### src/rtl/demux8_rr_sched.sv
// Round-robin scheduler driving a registered 1:8 demultiplexer.
// One input stream is granted to one ready lane for up to BURST beats, then priority rotates past that lane.
module demux8_rr_sched #(
  parameter int DW    = 1,
  parameter int BURST = 4
) (
  input  logic            clk,
  input  logic            rst,
  input  logic            in_valid,
  input  logic [DW-1:0]   in_data,
  output logic            in_ready,
  input  logic [7:0]      dst_ready,
  output logic [2:0]      sel,
  output logic [7:0]      out_valid,
  output logic [8*DW-1:0] out_bus,
  output logic            busy
);

  localparam int            CW   = (BURST > 1) ? $clog2(BURST) : 1;
  localparam logic [CW-1:0] LAST = CW'(BURST - 1);

  typedef enum logic {IDLE, GRANT} state_t;

  state_t          state_reg, state_next;
  logic [2:0]      ptr_reg, ptr_next;
  logic [2:0]      sel_reg, sel_next;
  logic [CW-1:0]   cnt_reg, cnt_next;
  logic [7:0]      ov_reg, ov_next;
  logic [8*DW-1:0] bus_reg, bus_next;

  logic [15:0]     ready_dbl;
  logic [7:0]      ready_rot;
  logic [2:0]      offset;
  logic [2:0]      pick;
  logic            sel_ready;
  logic            xfer;
  logic [8*DW-1:0] lane_bus;

  // Rotating the ready vector by ptr turns the circular search into a plain lowest-bit search.
  assign ready_dbl = {dst_ready, dst_ready};
  assign ready_rot = ready_dbl[ptr_reg +: 8];

  always_comb begin
    offset = 3'd0;
    for (int i = 7; i >= 0; i--) begin
      if (ready_rot[i]) offset = 3'(i);
    end
  end

  assign pick      = ptr_reg + offset;
  assign sel_ready = dst_ready[sel_reg];
  assign in_ready  = (state_reg == GRANT) && sel_ready;
  assign xfer      = in_valid && in_ready;

  generate
    for (genvar gi = 0; gi < 8; gi++) begin : g_lane
      assign lane_bus[gi*DW +: DW] = (sel_reg == 3'(gi)) ? in_data : '0;
    end
  endgenerate

  always_comb begin
    state_next = state_reg;
    ptr_next   = ptr_reg;
    sel_next   = sel_reg;
    cnt_next   = cnt_reg;
    ov_next    = 8'd0;
    bus_next   = bus_reg;
    case (state_reg)
      IDLE: begin
        if (|dst_ready) begin
          sel_next   = pick;
          cnt_next   = '0;
          state_next = GRANT;
        end
      end
      GRANT: begin
        if (!sel_ready) begin
          state_next = IDLE;
          ptr_next   = sel_reg + 3'd1;
        end else if (xfer) begin
          ov_next  = 8'd1 << sel_reg;
          bus_next = lane_bus;
          if (cnt_reg == LAST) begin
            state_next = IDLE;
            ptr_next   = sel_reg + 3'd1;
            cnt_next   = '0;
          end else begin
            cnt_next = cnt_reg + 1'b1;
          end
        end
      end
      default: state_next = IDLE;
    endcase
  end

  always_ff @(posedge clk or posedge rst) begin
    if (rst) begin
      state_reg <= IDLE;
      ptr_reg   <= 3'd0;
      sel_reg   <= 3'd0;
      cnt_reg   <= '0;
      ov_reg    <= 8'd0;
      bus_reg   <= '0;
    end else begin
      state_reg <= state_next;
      ptr_reg   <= ptr_next;
      sel_reg   <= sel_next;
      cnt_reg   <= cnt_next;
      ov_reg    <= ov_next;
      bus_reg   <= bus_next;
    end
  end

  assign sel       = sel_reg;
  assign out_valid = ov_reg;
  assign out_bus   = bus_reg;
  assign busy      = (state_reg == GRANT);

endmodule

### config.mk
export PLATFORM = sky130hd
export DESIGN_NAME = demux8_rr_sched
export DESIGN_NICKNAME = d
export VERILOG_FILES = /design/src/rtl/demux8_rr_sched.sv
export SDC_FILE = /design/constraint.sdc
export NUM_CORES = 1
export LEC_CHECK = 0
export CAP_MARGIN = 40
export CORE_MARGIN = 10
export CORE_UTILIZATION = 53
export CTS_BUF_LIST = sky130_fd_sc_hd__clkbuf_8
export DETAILED_ROUTE_END_ITERATION = 8
export GPL_ROUTABILITY_DRIVEN = 0
export PLACE_DENSITY_LB_ADDON = 0.1
export SYNTH_ARGS = -nofsm -noshare
export SYNTH_HDL_FRONTEND = slang
export SYNTH_SLANG_ARGS = --single-unit
### constraint.sdc
create_clock -name clk -period 3.3 [get_ports clk]
set_input_delay 0.66 -clock clk [delete_from_list [all_inputs] [get_ports clk]]
set_output_delay 0.66 -clock clk [all_outputs]
set_load 0.02 [all_outputs]
Word level (Yosys, flattened, before mapping)

Cells that the tools add are included.

Register bits: 25
Bits in latches: 0
Bits in writable memories: 0
Memory bits (read-only): 0
Input bits: 12
Word-level logic and storage cells: 68
Memories kept: 0

$add $sub $neg: 3
Multiply operators: 0
Div/mod/pow operators: 0
$lt $le $gt $ge: 1
Equal/unequal tests: 13
Shift-type cells: 2
Muxes and demuxes: 34
Bitwise logic cells: 1
Reduce and logical (&&, ||, !) cells: 8

Operators with widths:

| cell                                                | count |
|---|---|
| two-way mux 3 bit                                   | 11 |
| two-way mux 8 bit                                   | 3 |
| variable part select 16 x 4 -> 8 bit                | 1 |
| two-way mux 1 bit                                   | 13 |
| == test 3 bit (second input constant)               | 4 |
| AND reduction 3 bit                                 | 3 |
| two-way mux 2 bit                                   | 4 |
| != test 2 x 1 -> 1 bit (second input constant)      | 4 |
| OR reduction 8 bit                                  | 1 |
| left shift 1 x 3 -> 8 bit (first input constant)    | 1 |
| == test 3 x 2 -> 1 bit (second input constant)      | 2 |
| < comparator 3 x 4 -> 1 bit (second input constant) | 1 |
| case mux 2 bit (2 select lines)                     | 1 |
| adder 3 x 1 -> 3 bit (second input constant)        | 1 |
| adder 3 bit                                         | 1 |
| binary-select mux 1 bit (select 3 bit)              | 1 |
| == test 3 x 1 -> 1 bit (second input constant)      | 1 |
| logical NOT 3 bit                                   | 1 |
| adder 2 x 1 -> 2 bit (second input constant)        | 1 |
| == test 2 bit (second input constant)               | 1 |
| logical AND 1 bit                                   | 2 |
| != test 2 bit (second input constant)               | 1 |
| case mux 1 bit (2 select lines)                     | 1 |
| AND reduction 2 bit                                 | 1 |
| inverter 1 bit                                      | 1 |

Longest topological paths before layout

Gate-level depths: netlist (run 1).

Depth after elaboration: 10
Gate-level depth with buffers: 11
Depth with buffers taken out: 11

Worst setup path after synthesis (run 1)

OpenSTA, ideal clock, no wires.

Path kind: in2reg
Start: input port dst_ready[2]
End: register sel_reg[2], in the netlist sel[2]
Setup time: 0.095 ns
Arrival time: 2.524 ns
Required time: 3.205 ns
Slack: 0.680 ns
Stages: 11
Cells stage by stage: clkbuf_1 > o21a_1 > mux4_2 > o221ai_1 > nand2_1 > ha_1 > inv_1 > fa_1 > xor2_1 > a21oi_1 > o31ai_1

Longest elaborated chain between the ends: 10

Ends and longest elaborated chain:

| item                                 | RTL line | RTL |
|---|---|---|
| start: declaration                   | 12       | `input logic [7:0] dst_ready,` |
| variable part select 16 x 4 -> 8 bit | 41       | `assign ready_rot = ready_dbl[ptr_reg +: 8];` |
| two-way mux 3 bit (8 in a row)       | 46       | `if (ready_rot[i]) offset = 3'(i);` |
| adder 3 bit                          | 50       | `assign pick = ptr_reg + offset;` |
| end signal: assignment               | 107      | `sel_reg <= sel_next;` |
| end: declaration                     | 26       | `logic [2:0] sel_reg, sel_next;` |

Several ways; a longest one is shown, not always the timed one.
A chain may end at the register's enable or synchronous reset.

Final worst setup path (run 1)

Start: input port dst_ready[0]
End: register sel_reg[2], in the netlist sel[2]

The elaborated chain is that of the path after synthesis.

==> summary.txt, run 1 <==
Run status
  – Status: finished, final reports clean

Placed design
  – Hpwl dp: 3030 um
  – Post-DP Area: 1970 um^2
  – Post-Place Setup Slack: around 0.0045 ns
  – Placed insts: 228
  – IO buf count: 32

STA
  – Slew @ Worst Pin: 0.608 ns
  – Final hold vios: 0
  – Tcrit/Tclk final: 92.1%
  – Worst relative slew slack: about three fifths
  – Total negative slack: 0 ns
  – Fmax: 329 MHz
  – Clock skew: 0.00375 ns
  – Endpoints failing setup: 0
  – RSZ-0062 raised after global routing: no
  – Setup WS post-layout: 0.260 ns
  – Max-slew violations: 0
  – Min Clock Period, post-route: 3.04 ns

Clocking
  – CTS Hold Bufs: 0
  – CTS tree: built
  – Total CTS buffers: 3
  – Htree depth: 1
  – Clock tree buffer depth: 2
  – Worst-Skew Late Latency: approximately 0.26 ns
  – Clock sink count: 25
  – Root Buffer: clkbuf_8
  – CTS clk-pin slew, worst paths: ~0.090 ns

Drt
  – DR WL/cell: 16.4 um
  – DRT Wirelength: 3810 um
  – Detail Route Antenna Nets: 0
  – Via Count: around 1.4k
  – Detailed-route DRC error count: 0
  – Iter 0 DRT Violations: 149
  – DR pass1 iterations: 4
  – Via-to-Cell Ratio: a little over 6

Worst setup path
  – Crit-path max cell delay: 0.60 ns
  – Crit path DAT: around 3.2 ns
  – Reg2reg setup slack: between 0.6 and 0.7 ns
  – Cell count of the worst reg-to-reg path: 9
  – CP max-delay cell: clkdlybuf4s50_1
  – CP most frequent cell: inv_1
  – Crit Path Max Fanout: 7
  – Critical path endpoint category: flip-flop
  – CP top delay family: buffers and inverters
  – Worst path required time: 3.48 ns
  – Worst R2R End: sel[2]$_DFFE_PP0P_
  – FF-to-FF Start: ptr_reg[0]$_DFFE_PP0P_
  – Crit-path cells: clkdlybuf4s50_1 > inv_1 > o21a_1 > mux4_2 > o221ai_1 > nand2_1 > ha_1 > inv_1 > fa_1 > xor2_1 > a21oi_1 > o31ai_1
  – CP Launch Type: input port
  – Kind of critical path: in2reg
  – Crit path buf inv count: 3

Worst hold path
  – Hold Path End: out_bus[0]$_DFFE_PP0P_
  – Worst Hold Class: reg2reg
  – Hold path start: out_bus[0]$_DFFE_PP0P_
  – Min-Delay Path Depth: 2

Synthesis
  – Leading area contributor after synthesis: dfrtp_1
  – Sequential element share of the synthesized area: between 30% and 40%
  – FFs w/ async S/R, synth: 100%
  – Main synth FF type: dfrtp_1
  – Post-synthesis average cell area: ~9.6 um^2
  – Synth warn: 0
  – Synth Cell Area: between 1500 and 2000 um^2
  – Syn_nets: 186
  – Synth cell types: 37
  – Synth Instances: 165
  – Synth top area cells: dfrtp_1 40%, mux4_2 8.5%, ha_1 6.3%
  – Post-synth EDFFs: 0
  – Synthesized flop and latch total: 25
  – Synth top area share: about two fifths

Die
  – Die Span X: 74.6 um
  – Row count: 19
  – Die Y: 74.6 um
  – Die footprint: 5570 um^2
  – Ports: 33
  – Initial Utilization: 56.4%
  – Core area: 2810 um^2

Power and ir drop
  – Pleak: 0.956 nW
  – Peak supply drop: between 0.0005 and 0.0006 V
  – Power density cells: 781 nW/um^2

GRT
  – Antenna violations before repair: 0
  – Gr usage total: about 14%
  – First-pass GRT wire length: 6400 um
  – Number of global-route vias before repair: 1440
  – Largest net degree at the start of global routing: 18
  – GRT overflow: 0

Final layout
  – NumNets Final: 223
  – Area grow syn2layout: 27.5%
  – Fraction of layout cells with a size suffix above 1: 9.95%
  – # diodes: 0
  – Non-Filler Cell Area, Final: 2020 um^2
  – Non-filler cells, final: 232
  – Commonest non-fill, non-tap cells in the layout: 31 x clkdlybuf4s50_1, 26 x nand2_1, 25 x dfrtp_1, 14 x inv_1, 12 x nand3_1
  – Leading cell type in the layout, fill and taps excluded: clkdlybuf4s50_1

Flow run
  – # Max-Cap Violations: 0
==> cells by family (layout without fill, tap and decap cells) <==
group,count (synthesis),count (layout),share of synthesized area (%)
xor gates and xnor gates,1,1,0.554
AOI/OAI and AO/OA,38,38,15.7
adders and majority gates,9,9,7.60
buffers and inverters,20,56,5.70
DFF,25,25,39.6
muxes,10,10,11.6
and+or+nand+nor,62,62,19.4
==> per-layer routing <==
layer / track usage (%) / share of wire, % / vias to the layer above
li1: - / - / 671
met1: 16.1 / 41 / 653
met2: 25.0 / 49 / 72
met3: 2.63 / 7.3 / 14
met4: 6.72 / 2.5 / 0
met5: 0 / 0 / -
==> cells in the mapped netlist, types with 3 or more instances <==
| master | instances |
|---|---|
| o21ai_1 | 4 |
| a31oi_1 | 3 |
| o21a_1 | 3 |
| and2_1 | 3 |
| clkbuf_1 | 3 |
| nor3_1 | 3 |
| ha_1 | 8 |
| nand3_1 | 12 |
| o21ai_0 | 4 |
| o221ai_1 | 3 |
| mux4_2 | 6 |
| and3_1 | 11 |
| o31ai_1 | 3 |
| inv_1 | 14 |
| a21oi_1 | 10 |
| nand2_1 | 26 |
| dfrtp_1 | 25 |
==> worst max-delay path by stage <==
stage	depth (start not counted)	slack [ns]	startpoint	to
after detailed placement	12	0.005	dst_ready[0]	sel[2]$_DFFE_PP0P_
after global routing	12	0.13	dst_ready[0]	sel[2]$_DFFE_PP0P_
after global placement	12	0.11	dst_ready[0]	sel[2]$_DFFE_PP0P_
final	12	0.26	dst_ready[0]	sel[2]$_DFFE_PP0P_
after floorplan	11	0.68	dst_ready[2]	sel[2]$_DFFE_PP0P_
after CTS	5	0.08	dst_ready[0]	in_ready
==> tightest hold or removal path: stages (launching register included) <==
cell	delay [ns]
dfrtp_1	0.35
nand2_1	0.05
nand2_1	0.05
==> report_power, final <==
part           internal (W)  leakage (nW)  total, W  switching [W]
combinational      0.000399         0.598  0.000850       0.000451
sequential         0.000399         0.333  0.000546       0.000147
clock             0.0000842        0.0255  0.000179      0.0000946
==> repair_timing <==
item                       in CTS  in global routing
gates resized for setup         0                  1
setup endpoints to repair       0                  1
hold endpoints to repair        0                  0
setup buffers                   0                  0
==> per-stage QoR <==
| step | util (%) | power [W] | hold slack [ns] |
|---|---|---|---|
| after CTS | 71.8 | 0.00158 | 0.479 |
| final | 71.9 | 0.00157 | 0.474 |
| after detailed placement | 70.2 | 0.00140 | 0.458 |
| after global placement | 69.2 | 0.00136 | 0.452 |
| after floorplan | - | 0.00110 | 0.459 |
| after global routing | 71.9 | 0.00169 | 0.504 |
==> final cells by class <==
class	count	area [um^2]
Multi-Input combinational cell	120	866
Fill cell	226	788
Sequential cell	25	626
Timing Repair Buffer	38	388
Inverter	14	52.6
Clock buffer	3	41.3
Tap cell	31	38.8
Clock inverter	1	5.00
Note: power is estimated with default switching activity, not from simulation.
==> run 2, diff against run 1 <==
ABC_CLOCK_PERIOD_IN_PS = 3300   (was default)
GPL_ROUTABILITY_DRIVEN = default   (was 0)
==> run 2 against run 1 <==
Maximum frequency decreased by 0.34%. Clock power up 3%. Combinational power up 5.2%.
==> summary.txt, run 2 (synthesis gave the netlist of run 1 again) <==
Clocking
  – Worst-Skew Late Latency: 0.26 ns (about the same)
  – CTS tree: built (unchanged)
  – Total CTS buffers: 3 (unchanged)
  – CTS clk-pin slew, worst paths: 0.09 ns (about the same)
  – Clock tree buffer depth: 2 (unchanged)
  – CTS Hold Bufs: 0 (unchanged)
  – Clock sink count: 25 (unchanged)
  – Htree depth: 1 (unchanged)
  – Post-CTS Setup Repair Bufs: 0 (unchanged)
  – Root Buffer: clkbuf_8 (unchanged)

Placed design
  – Post-Place Setup Slack: -0.0264 ns (was 0.00453 ns)
  – Hpwl dp: 3110 um (was 3030 um)
  – IO buf count: 32 (unchanged)
  – RePlAce Congestion: a little under 0.9
  – Placed insts: 229 (was 228)

Power and ir drop
  – Peak supply drop: 0.000321 V (was 0.000530 V)
  – Pleak: 0.957 nW (was 0.956 nW)
  – Power density cells: 798 nW/um^2 (was 781 nW/um^2)

STA
  – Fmax: 328 MHz (was 329 MHz)
  – Clock skew: 0.00211 ns (was 0.00375 ns)
  – Min Clock Period, post-route: 3.05 ns (was 3.04 ns)
  – Worst relative slew slack: 58.2% (was 59.4%)
  – Endpoints failing setup: 0 (unchanged)
  – RSZ-0062 raised after global routing: no (unchanged)
  – Max-slew violations: 0 (unchanged)
  – Setup WS post-layout: 0.250 ns (was 0.260 ns)
  – Tcrit/Tclk final: 92.4% (was 92.1%)
  – Slew @ Worst Pin: 0.628 ns (was 0.608 ns)
  – Final hold vios: 0 (unchanged)

Drt
  – Via-to-Cell Ratio: 6.01 (was 6.08)
  – DR pass1 iterations: 4 (unchanged)
  – DRT Wirelength: 4100 um (was 3810 um)
  – Iter 0 DRT Violations: 170 (was 149)
  – Detailed-route DRC error count: 0 (unchanged)
  – DR WL/cell: 17.6 um (was 16.4 um)
  – Via Count: 1400 (was 1410)
  – Detail Route Antenna Nets: 0 (unchanged)

GRT
  – Met2 Use GR: 27.5% (was 25.0%)
  – Gr usage total: 15.3% (was 14.1%)
  – First-pass GRT wire length: 6670 um (was 6400 um)
  – GRT overflow: 0 (unchanged)
  – Number of global-route vias before repair: 1455 (was 1440)
  – Antenna violations before repair: 0 (unchanged)
  – Met1 Track Usage GR: 16.7% (was 16.1%)
  – Largest net degree at the start of global routing: 24 (was 18)
  – Met3 usage: 2.50% (was 2.63%)
  – Grt peak-use layer: met2 (unchanged)

Die
  – Row count: 19 (unchanged)
  – Core area: 2810 um^2 (unchanged)
  – Die footprint: 5570 um^2 (unchanged)
  – Die Y: 74.6 um (unchanged)
  – Initial Utilization: 56.4% (unchanged)
  – Ports: 33 (unchanged)
  – Die Span X: 74.6 um (unchanged)

Final layout
  – Commonest non-fill, non-tap cells in the layout: 31 x clkdlybuf4s50_1, 26 x nand2_1, 25 x dfrtp_1, 14 x inv_1, 12 x nand3_1 (unchanged)
  – Area grow syn2layout: 28.2% (was 27.5%)
  – Final core occ: 72.3% (was 71.9%)
  – NumNets Final: 224 (was 223)
  – Leading cell type in the layout, fill and taps excluded: clkdlybuf4s50_1 (unchanged)
  – Fraction of layout cells with a size suffix above 1: 10.4% (was 9.95%)
  – Non-filler cells, final: 233 (was 232)
  – # diodes: 0 (unchanged)

Worst setup path
  – Worst path required time: 3.48 ns (about the same)
  – Cell count of the worst reg-to-reg path: 9 (unchanged)
  – Crit path DAT: 3.23 ns (was 3.21 ns)
  – Reg2reg setup slack: 0.54 ns (was 0.63 ns)
  – FF-to-FF Start: ptr_reg[0]$_DFFE_PP0P_ (unchanged)
  – Worst R2R End: sel[2]$_DFFE_PP0P_ (unchanged)
  – CP Launch Type: input port (unchanged)
  – Critical path endpoint category: flip-flop (unchanged)
  – Crit Path Max Fanout: 7 (unchanged)
  – Kind of critical path: in2reg (unchanged)

Worst hold path
  – Min-Delay Path Depth: 2 (unchanged)
  – Worst Hold Class: reg2reg (unchanged)
  – Hold path start: out_bus[7]$_DFFE_PP0P_ (was out_bus[0]$_DFFE_PP0P_)
  – Hold Path End: out_bus[7]$_DFFE_PP0P_ (was out_bus[0]$_DFFE_PP0P_)

Run status
  – Status: finished, final reports clean (unchanged)

Flow run
  – # Max-Cap Violations: 0 (unchanged)
run 2: what timing repair did:
action | in CTS | in global routing
endpoints found under the hold margin | 0 | 0
setup endpoints to repair | 0 | 1
resized for setup | 0 | 1
run 2: final cells by class:
type	count	area, um^2
Clock buffer	3	41.3
Clock inverter	1	7.51
Fill cell	187	778
Inverter	14	52.6
Multi-Input combinational cell	120	866
Sequential cell	25	626
Tap cell	31	38.8
Timing Repair Buffer	39	395
run 2: worst max path at each step:
stage,depth (start not counted),startpoint,slack [ns],end
after detailed placement,12,dst_ready[0],-0.03,sel[2]$_DFFE_PP0P_
final,12,dst_ready[0],0.25,sel[2]$_DFFE_PP0P_
after global routing,12,dst_ready[0],0.09,sel[2]$_DFFE_PP0P_
after floorplan,11,dst_ready[2],0.68,sel[2]$_DFFE_PP0P_
after global placement,12,dst_ready[0],-0.02,sel[2]$_DFFE_PP0P_
after CTS,5,dst_ready[0],0.06,in_ready
run 2: report_power, final:
group | total [W] | internal (W) | switching, W
clock | 0.000185 | 0.0000854 | 0.0000994
combinational | 0.000894 | 0.000417 | 0.000477
sequential | 0.000539 | 0.000399 | 0.000140
run 2: metrics by stage:
stage                     cell area (um^2)  hold WS [ns]  power, W  setup TNS [ns]
after floorplan                       1580         0.459   0.00110               0
after global placement                1950         0.450   0.00139         -0.0245
after detailed placement              1980         0.463   0.00143         -0.0264
after CTS                             2020         0.482   0.00163               0
after global routing                  2030         0.515   0.00173               0
final                                 2030         0.479   0.00162               0
run 2: critical path: stages:
cell and delay [ns]:
clkdlybuf4s50_1 0.62, inv_1 0.15, o21a_1 0.20, mux4_2 0.47, o221ai_1 0.19, nand2_1 0.08
ha_1 0.18, inv_1 0.06, fa_1 0.18, xor2_1 0.17, a21oi_1 0.06, o31ai_1 0.22
run 2: routing by layer:
layer	vias to the layer above	part of all wire, %	wire [um]
li1	670	-	-
met3	6	4.9	201
met1	683	42	1720
met2	41	51	2090
met5	-	0	0
met4	0	2.1	86
